--- config.mk ---
export PLATFORM = sky130hd
export DESIGN_NAME = clock_divider_ctrl
export DESIGN_NICKNAME = d
export VERILOG_FILES = /design/src/rtl/clock_divider_ctrl.sv
export SDC_FILE = /design/constraint.sdc
export NUM_CORES = 1
export LEC_CHECK = 0
export CAP_MARGIN = 20
export CORE_UTILIZATION = 45
export CTS_BUF_LIST = sky130_fd_sc_hd__clkbuf_16
export CTS_CLUSTER_DIAMETER = 40
export CTS_CLUSTER_SIZE = 10
export DETAILED_ROUTE_END_ITERATION = 7
export PLACE_DENSITY = 0.75
export SETUP_SLACK_MARGIN = 0.15
export SYNTH_ARGS = -nofsm -noshare
export SYNTH_HDL_FRONTEND = slang
export SYNTH_SLANG_ARGS = --single-unit
--- constraint.sdc ---
create_clock -name clk -period 1.8 [get_ports clk]
set_input_delay 0.18 -clock clk [delete_from_list [all_inputs] [get_ports clk]]
set_output_delay 0.18 -clock clk [all_outputs]
set_load 0.005 [all_outputs]
--- src/rtl/clock_divider_ctrl.sv ---
// Programmable clock divider with IDLE/RUN/PAUSE control, a divisor write handshake,
// a registered tick pulse at each period end and a registered divided clock.
module clock_divider_ctrl #(
    parameter int unsigned WIDTH = 26
) (
    input  logic             clk,
    input  logic             rst,
    input  logic             cfg_valid,
    input  logic [WIDTH-1:0] cfg_div,
    output logic             cfg_ready,
    input  logic             start,
    input  logic             stop,
    output logic             tick,
    output logic             slow_clk,
    output logic             busy,
    output logic [WIDTH-1:0] count
);

    typedef enum logic [1:0] {
        IDLE,
        RUN,
        PAUSE
    } state_t;

    state_t           state_q, state_d;
    logic [WIDTH-1:0] div_q, div_d;
    logic [WIDTH-1:0] count_q, count_d;
    logic             tick_q, tick_d;
    logic             slow_q, slow_d;
    logic             go;
    logic             period_end;

    // stop dominates start whenever both are asserted
    assign go         = start && !stop;
    assign period_end = (count_q == div_q);

    always_ff @(posedge clk) begin
        if (rst) begin
            state_q <= IDLE;
            div_q   <= '0;
            count_q <= '0;
            tick_q  <= 1'b0;
            slow_q  <= 1'b0;
        end else begin
            state_q <= state_d;
            div_q   <= div_d;
            count_q <= count_d;
            tick_q  <= tick_d;
            slow_q  <= slow_d;
        end
    end

    always_comb begin
        state_d = state_q;
        div_d   = div_q;
        count_d = count_q;
        tick_d  = 1'b0;
        slow_d  = slow_q;
        case (state_q)
            IDLE: begin
                count_d = '0;
                if (cfg_valid) begin
                    div_d = cfg_div;
                end
                if (go) begin
                    state_d = RUN;
                end
            end
            RUN: begin
                // a period end still completes on a stop edge; otherwise stop freezes count
                if (period_end) begin
                    count_d = '0;
                    tick_d  = 1'b1;
                    slow_d  = ~slow_q;
                end else if (!stop) begin
                    count_d = count_q + 1'b1;
                end
                if (stop) begin
                    state_d = PAUSE;
                end
            end
            PAUSE: begin
                if (stop) begin
                    state_d = IDLE;
                    count_d = '0;
                    slow_d  = 1'b0;
                end else if (start) begin
                    state_d = RUN;
                end
            end
            default: begin
                state_d = IDLE;
                count_d = '0;
                slow_d  = 1'b0;
            end
        endcase
    end

    assign cfg_ready = (state_q == IDLE);
    assign busy      = (state_q == RUN);
    assign tick      = tick_q;
    assign slow_clk  = slow_q;
    assign count     = count_q;

endmodule

Word-level counts from Yosys, hierarchy flattened

Index checks and enable logic that the tools add are counted.

Bits in registers: 56
Word-level logic and storage cells: 39
Bits of input ports: 31
Output and inout port bits: 30

Equal/unequal tests: 9
Muxes and demuxes: 13
Reduce and logical (&&, ||, !) cells: 8
Bitwise gates (word level): 3
$add $sub $neg: 1

Operators by type and width:

| cell                                                                    | count |
|---|---|
| 26-bit 2-to-1 mux                                                       | 3 |
| 26-bit one-hot mux with 2 select lines                                  | 1 |
| 26-bit by 1-bit adder with 26-bit output, second input constant         | 1 |
| 26-bit == test                                                          | 1 |
| 2-bit 2-to-1 mux                                                        | 4 |
| 2-bit one-hot mux with 3 select lines                                   | 1 |
| 3-bit AND reduction                                                     | 2 |
| 2-bit by 1-bit inequality test with 1-bit output, second input constant | 2 |
| 2-bit inequality test, second input constant                            | 2 |
| 2-bit AND reduction                                                     | 2 |
| 1-bit 2-to-1 mux                                                        | 3 |
| 3-bit by 2-bit inequality test with 1-bit output, second input constant | 1 |
| 3-bit inequality test, second input constant                            | 1 |
| 1-bit NOT                                                               | 3 |
| 1-bit one-hot mux with 3 select lines                                   | 1 |
| 2-bit by 1-bit == test with 1-bit output, second input constant         | 1 |
| 2-bit == test, second input constant                                    | 1 |
| 2-bit zero test                                                         | 1 |
| 2-bit OR reduction                                                      | 1 |
| 1-bit logical AND                                                       | 1 |
| 1-bit zero test                                                         | 1 |

Longest topological paths before layout

Word-level depth: 4
Mapped depth: 8

Worst setup path before layout

No wires, ideal clock.

Path type: register to register
Start point: register count_q[6], in the netlist count[6]
End point: register count_q[25], in the netlist count[25]
Slack: -0.095 ns
Stages on the path, launching flop included: 8
Buffers on the path: 1
Library setup time: 0.120 ns
Arrival: 1.775 ns
Data required time: 1.680 ns
Cells stage by stage: dfxtp_1 xnor2_1 nand4_1 nor4_4 a21oi_1 buf_2 o211a_1 a211o_1

Word-level cells in the longest chain between the ends: 4
Elaborated cells between the ends (all ways): 7
Classes of those cells: 1 x add/sub; 2 x eq/ne; 3 x mux; 1 x reduce/logical

Ends and longest elaborated chain:

| element                                  | RTL line | RTL |
|---|---|---|
| start, declared                          | 27       | `logic [WIDTH-1:0] count_q, count_d;` |
| start signal, assigned                   | 47       | `count_q <= count_d;` |
| 26-bit by 1-bit adder with 26-bit output | 76       | `count_d = count_q + 1'b1;` |
| 26-bit 2-to-1 mux                        | 75       | `end else if (!stop) begin` |
| 26-bit 2-to-1 mux                        | 71       | `if (period_end) begin` |
| 26-bit one-hot mux with 2 select lines   | 59       | `case (state_q)` |

Parallel ways exist; a longest one is shown, timed or not. The select of a mux whose other input is x is not followed.
A chain may end at the register's enable or synchronous reset.

Worst setup path after layout

Start point: register count_q[4], in the netlist count[4]
End point: register count_q[11], in the netlist count[11]

The elaborated chain is that of the path after synthesis.

==> results.yml <==
clock_network:
  htreeDepth: 2
  clk_pin_slew_worst_paths_ns: 0.07
  numCtsBuffers: 5
  cts_tree: "built"
  clockRootBuffer: "clkbuf_16"
  hold_buffers: 0
  cts_num_sinks: 56
  worstSkewPairLatency_ns: 0.29
  clock_path_buffers: 2
timing:
  slew_violations: 0
  layout_setup_ws_ns: -0.183
  fin_skew_ns: 0.00754
  rsz0062_at_grt: "yes"
  period_share_pct: 110
  slew_headroom_pct: 71.6
  min_period_ns: 1.98
  worst_slew_pin_slew_ns: 0.419
  hold_viol_final: 0
  max_freq_ghz: 0.504
  setup_viol: 24
yosys:
  synth.distinct_cells: 41
  synth_area_um2: 2730
  synth_warnings: 0
  syn-num-nets: 374
  synth_most_common_cell: "nand2_1"
  syn_inst: 342
  yosysSeqAreaShare_pct: 41.0
  yosys_register_bits: 56
  muxShareOfSynthArea_pct: 3.30
  synthSimpleGateAreaFrac_pct: 26.9
  synth_area_per_cell_um2: 7.99
  synth_commonest_cells: "nand2_1, dfxtp_1, a21oi_1"
  ys_async_sr_fraction_pct: 0
  yosys-top-cells-area: "dfxtp_1, nand2_1, xnor2_1, a21oi_1, mux2i_1"
  synth_top_family_by_area: "simple AND/OR/NAND/NOR gates"
  ys.flop_type: "dfxtp_1"
  synth-compound-area-share_pct: 15.9
  synth_xor_area_share_pct: 8.97
  yosysTopAreaCellShare_pct: 41.0
  synth-edff-count: 0
  synth-adder-area-share_pct: 0.458
  synth_largest_area_cell: "dfxtp_1"
setup_path:
  critPathLaunchType: "register"
  worstReg2RegStart: "count[4]"
  worstPathCellList: "buf_6 -> and4_1 -> buf_4 -> and2_1 -> nand3_1 -> and2_1 -> o211ai_1 -> a21oi_1"
  path_common_cell: "and2_1"
  critPathMaxStageDelay_ns: 0.41
  crit_path_end_kind: "register"
  r2r_setup_slack_ns: -0.18
  cp.buffers_inverters: 2
  r2r_cells: 8
  cp.arrival_ns: 2.13
  cp_max_fo: 7
  worstSetupPathType: "reg2reg"
  critical_path.top_delay_family: "simple AND/OR/NAND/NOR gates"
  cp.required_ns: 1.95
  regToRegEndpoint: "count[11]"
  crit_slowest_cell: "dfxtp_2"
floorplanning:
  die_w_um: 79.9
  fp.dieH_um: 79.9
  core_um2: 5890
  die_area_um2: 6390
  start_util_pct: 46.4
  io_pins: 61
  num_rows: 28
route:
  drc: 2
  drt_iter0_markers: 461
  vias_per_cell: 5.73
  wl_per_cell_um: 17.9
  final_antenna_net_count: 0
  firstDrtPassIters: 7
  routed_wl_um: 9710
  vias: 3119
placement:
  gp_congestion: 0.864
  port-buffer-count: 60
  hpwlAfterDp_um: 6030
  dp_slack_ns: -0.441
  placedCellCount: 518
  postPlaceCellArea_um2: 3890
flow_run:
  cap_violations: 0
finish:
  instances_no_fill: 544
  layout.nets: 500
  post_route_cells_drive_above_1_share_pct: 35.8
  area_growth_pct: 66.5
  n_antenna_cell: 0
  regArea_um2: 1170
  n_fill_cell: 368
  multiInputGateArea_um2: 1870
  final_area_um2: 4550
global_routing:
  antenna_found_initial: 0
  grt_start_max_net_pins: 30
  overflow: 0
  grt_pass1_wl_um: 14500
  grtUsageTotal_pct: 29.9
  grt_pass1_vias: 2974
min_path:
  whs_endpoint: "state_q[0]"
  min_from: "stop"
  hold_class: "in2reg"
  holdPathStages: 3
power_and_ir_drop:
  p_int_mw: 1.99
  p_sw_mw: 0.658
  clkPwrFrac_pct: 35.5
  power_density_nw_per_um2: 581
  pwr-share-seq_pct: 49.2
  switching_share_pct: 24.9
  leakage_nw: 1.65
  combPwrFrac_pct: 15.3
  peakVddDrop_mv: 0.427
status:
  status: "complete, but fails checks"
  violations: "DRC, setup timing"
## how the worst max path moves through the flow
| stage | endpoint | slack (ns) | from | cells past startpoint |
|---|---|---|---|---|
| after floorplan | slow_clk | -0.01 | count[17] | 7 |
| after global placement | count[10] | -0.38 | stop | 7 |
| after detailed placement | count[10] | -0.44 | stop | 7 |
| after CTS | slow_clk | -0.01 | div_q[20] | 7 |
| after global routing | count[11] | -0.26 | count[4] | 8 |
| final | count[11] | -0.18 | count[4] | 8 |
## kinds of logic (layout without fill, tap and decap cells)
group | after synthesis | after routing
AOI/OAI and AO/OA | 74 | 74
muxes | 9 | 9
adders and majority gates | 1 | 1
buffers and inverters | 24 | 151
xor gates and xnor gates | 28 | 28
DFF | 56 | 56
and+or+nand+nor | 150 | 150
## worst min-delay path, stage by stage
cell	delay [ns]
dlymetal6s2s_1	0.13
buf_6	0.12
nor3_1	0.05
## cell type report
class / count / share of cell area, %
Timing Repair Buffer: 137 / 27.8
Multi-Input combinational cell: 262 / 41.0
Clock buffer: 5 / 2.75
Clock inverter: 3 / 0.247
Tap cell: 75 / 2.06
Sequential cell: 56 / 25.6
Inverter: 6 / 0.495
## repair_timing
item | 4_1_cts | 5_1_grt
endpoints found under the setup margin | 28 | 30
pin swaps | 27 | 18
buffers inserted | 12 | 5
gates cloned | 1 | 0
resized for setup | 65 | 34
## layer usage
metal	up-vias	wire (µm)	global-route usage, %
li1	1451	-	-
met1	1448	4010	38.4
met2	181	4720	49.7
met3	39	608	3.77
met4	0	369	13.4
met5	-	0	0
## metrics by stage
stage	util (%)	hold WS, ns	setup TNS (ns)	total power, mW
floorplan	-	0.316	-0.0263	1.50
global placement	66.0	0.456	-4.00	1.64
detailed placement	66.0	0.462	-4.70	1.65
CTS	74.2	0.431	-0.0169	2.62
global route	77.3	0.241	-4.19	2.74
finish	77.3	0.238	-1.52	2.64
## power by group through the flow
stage	clock network [mW]	registers (mW)	logic, mW
detailed placement	0	1.33	0.320
global placement	0	1.33	0.312
global route	0.996	1.30	0.436
floorplan	0	1.33	0.177
finish	0.938	1.30	0.406
CTS	0.946	1.30	0.377
## flip-flops by register name, summed over array words and instances, names as in the netlist
signal / flops
count: 26
div_q: 26
state_q: 2
tick: 1
slow_clk: 1
## cell usage in the layout (no fill, tap or decap), drive strengths merged, types with 2 or more instances in the layout
master / Yosys / routed
a31oi: 2 / 2
nand2: 78 / 78
a21oi: 47 / 47
and2: 7 / 7
and3: 2 / 2
nand3b: 3 / 3
buf: 2 / 76
o41ai: 3 / 3
nor3: 4 / 4
o21ai: 7 / 7
or3: 2 / 2
mux2i: 9 / 9
a211oi: 3 / 3
dfxtp: 56 / 56
nand2b: 3 / 3
nor4: 2 / 2
xnor2: 28 / 28
clkdlybuf4s50: 0 / 59
o311ai: 3 / 3
nand3: 14 / 14
nor2: 13 / 13
inv: 6 / 8
and4: 4 / 4
nand4: 13 / 13
clkbuf: 16 / 6
o211ai: 3 / 3
Power figures use the tool's default switching activity.
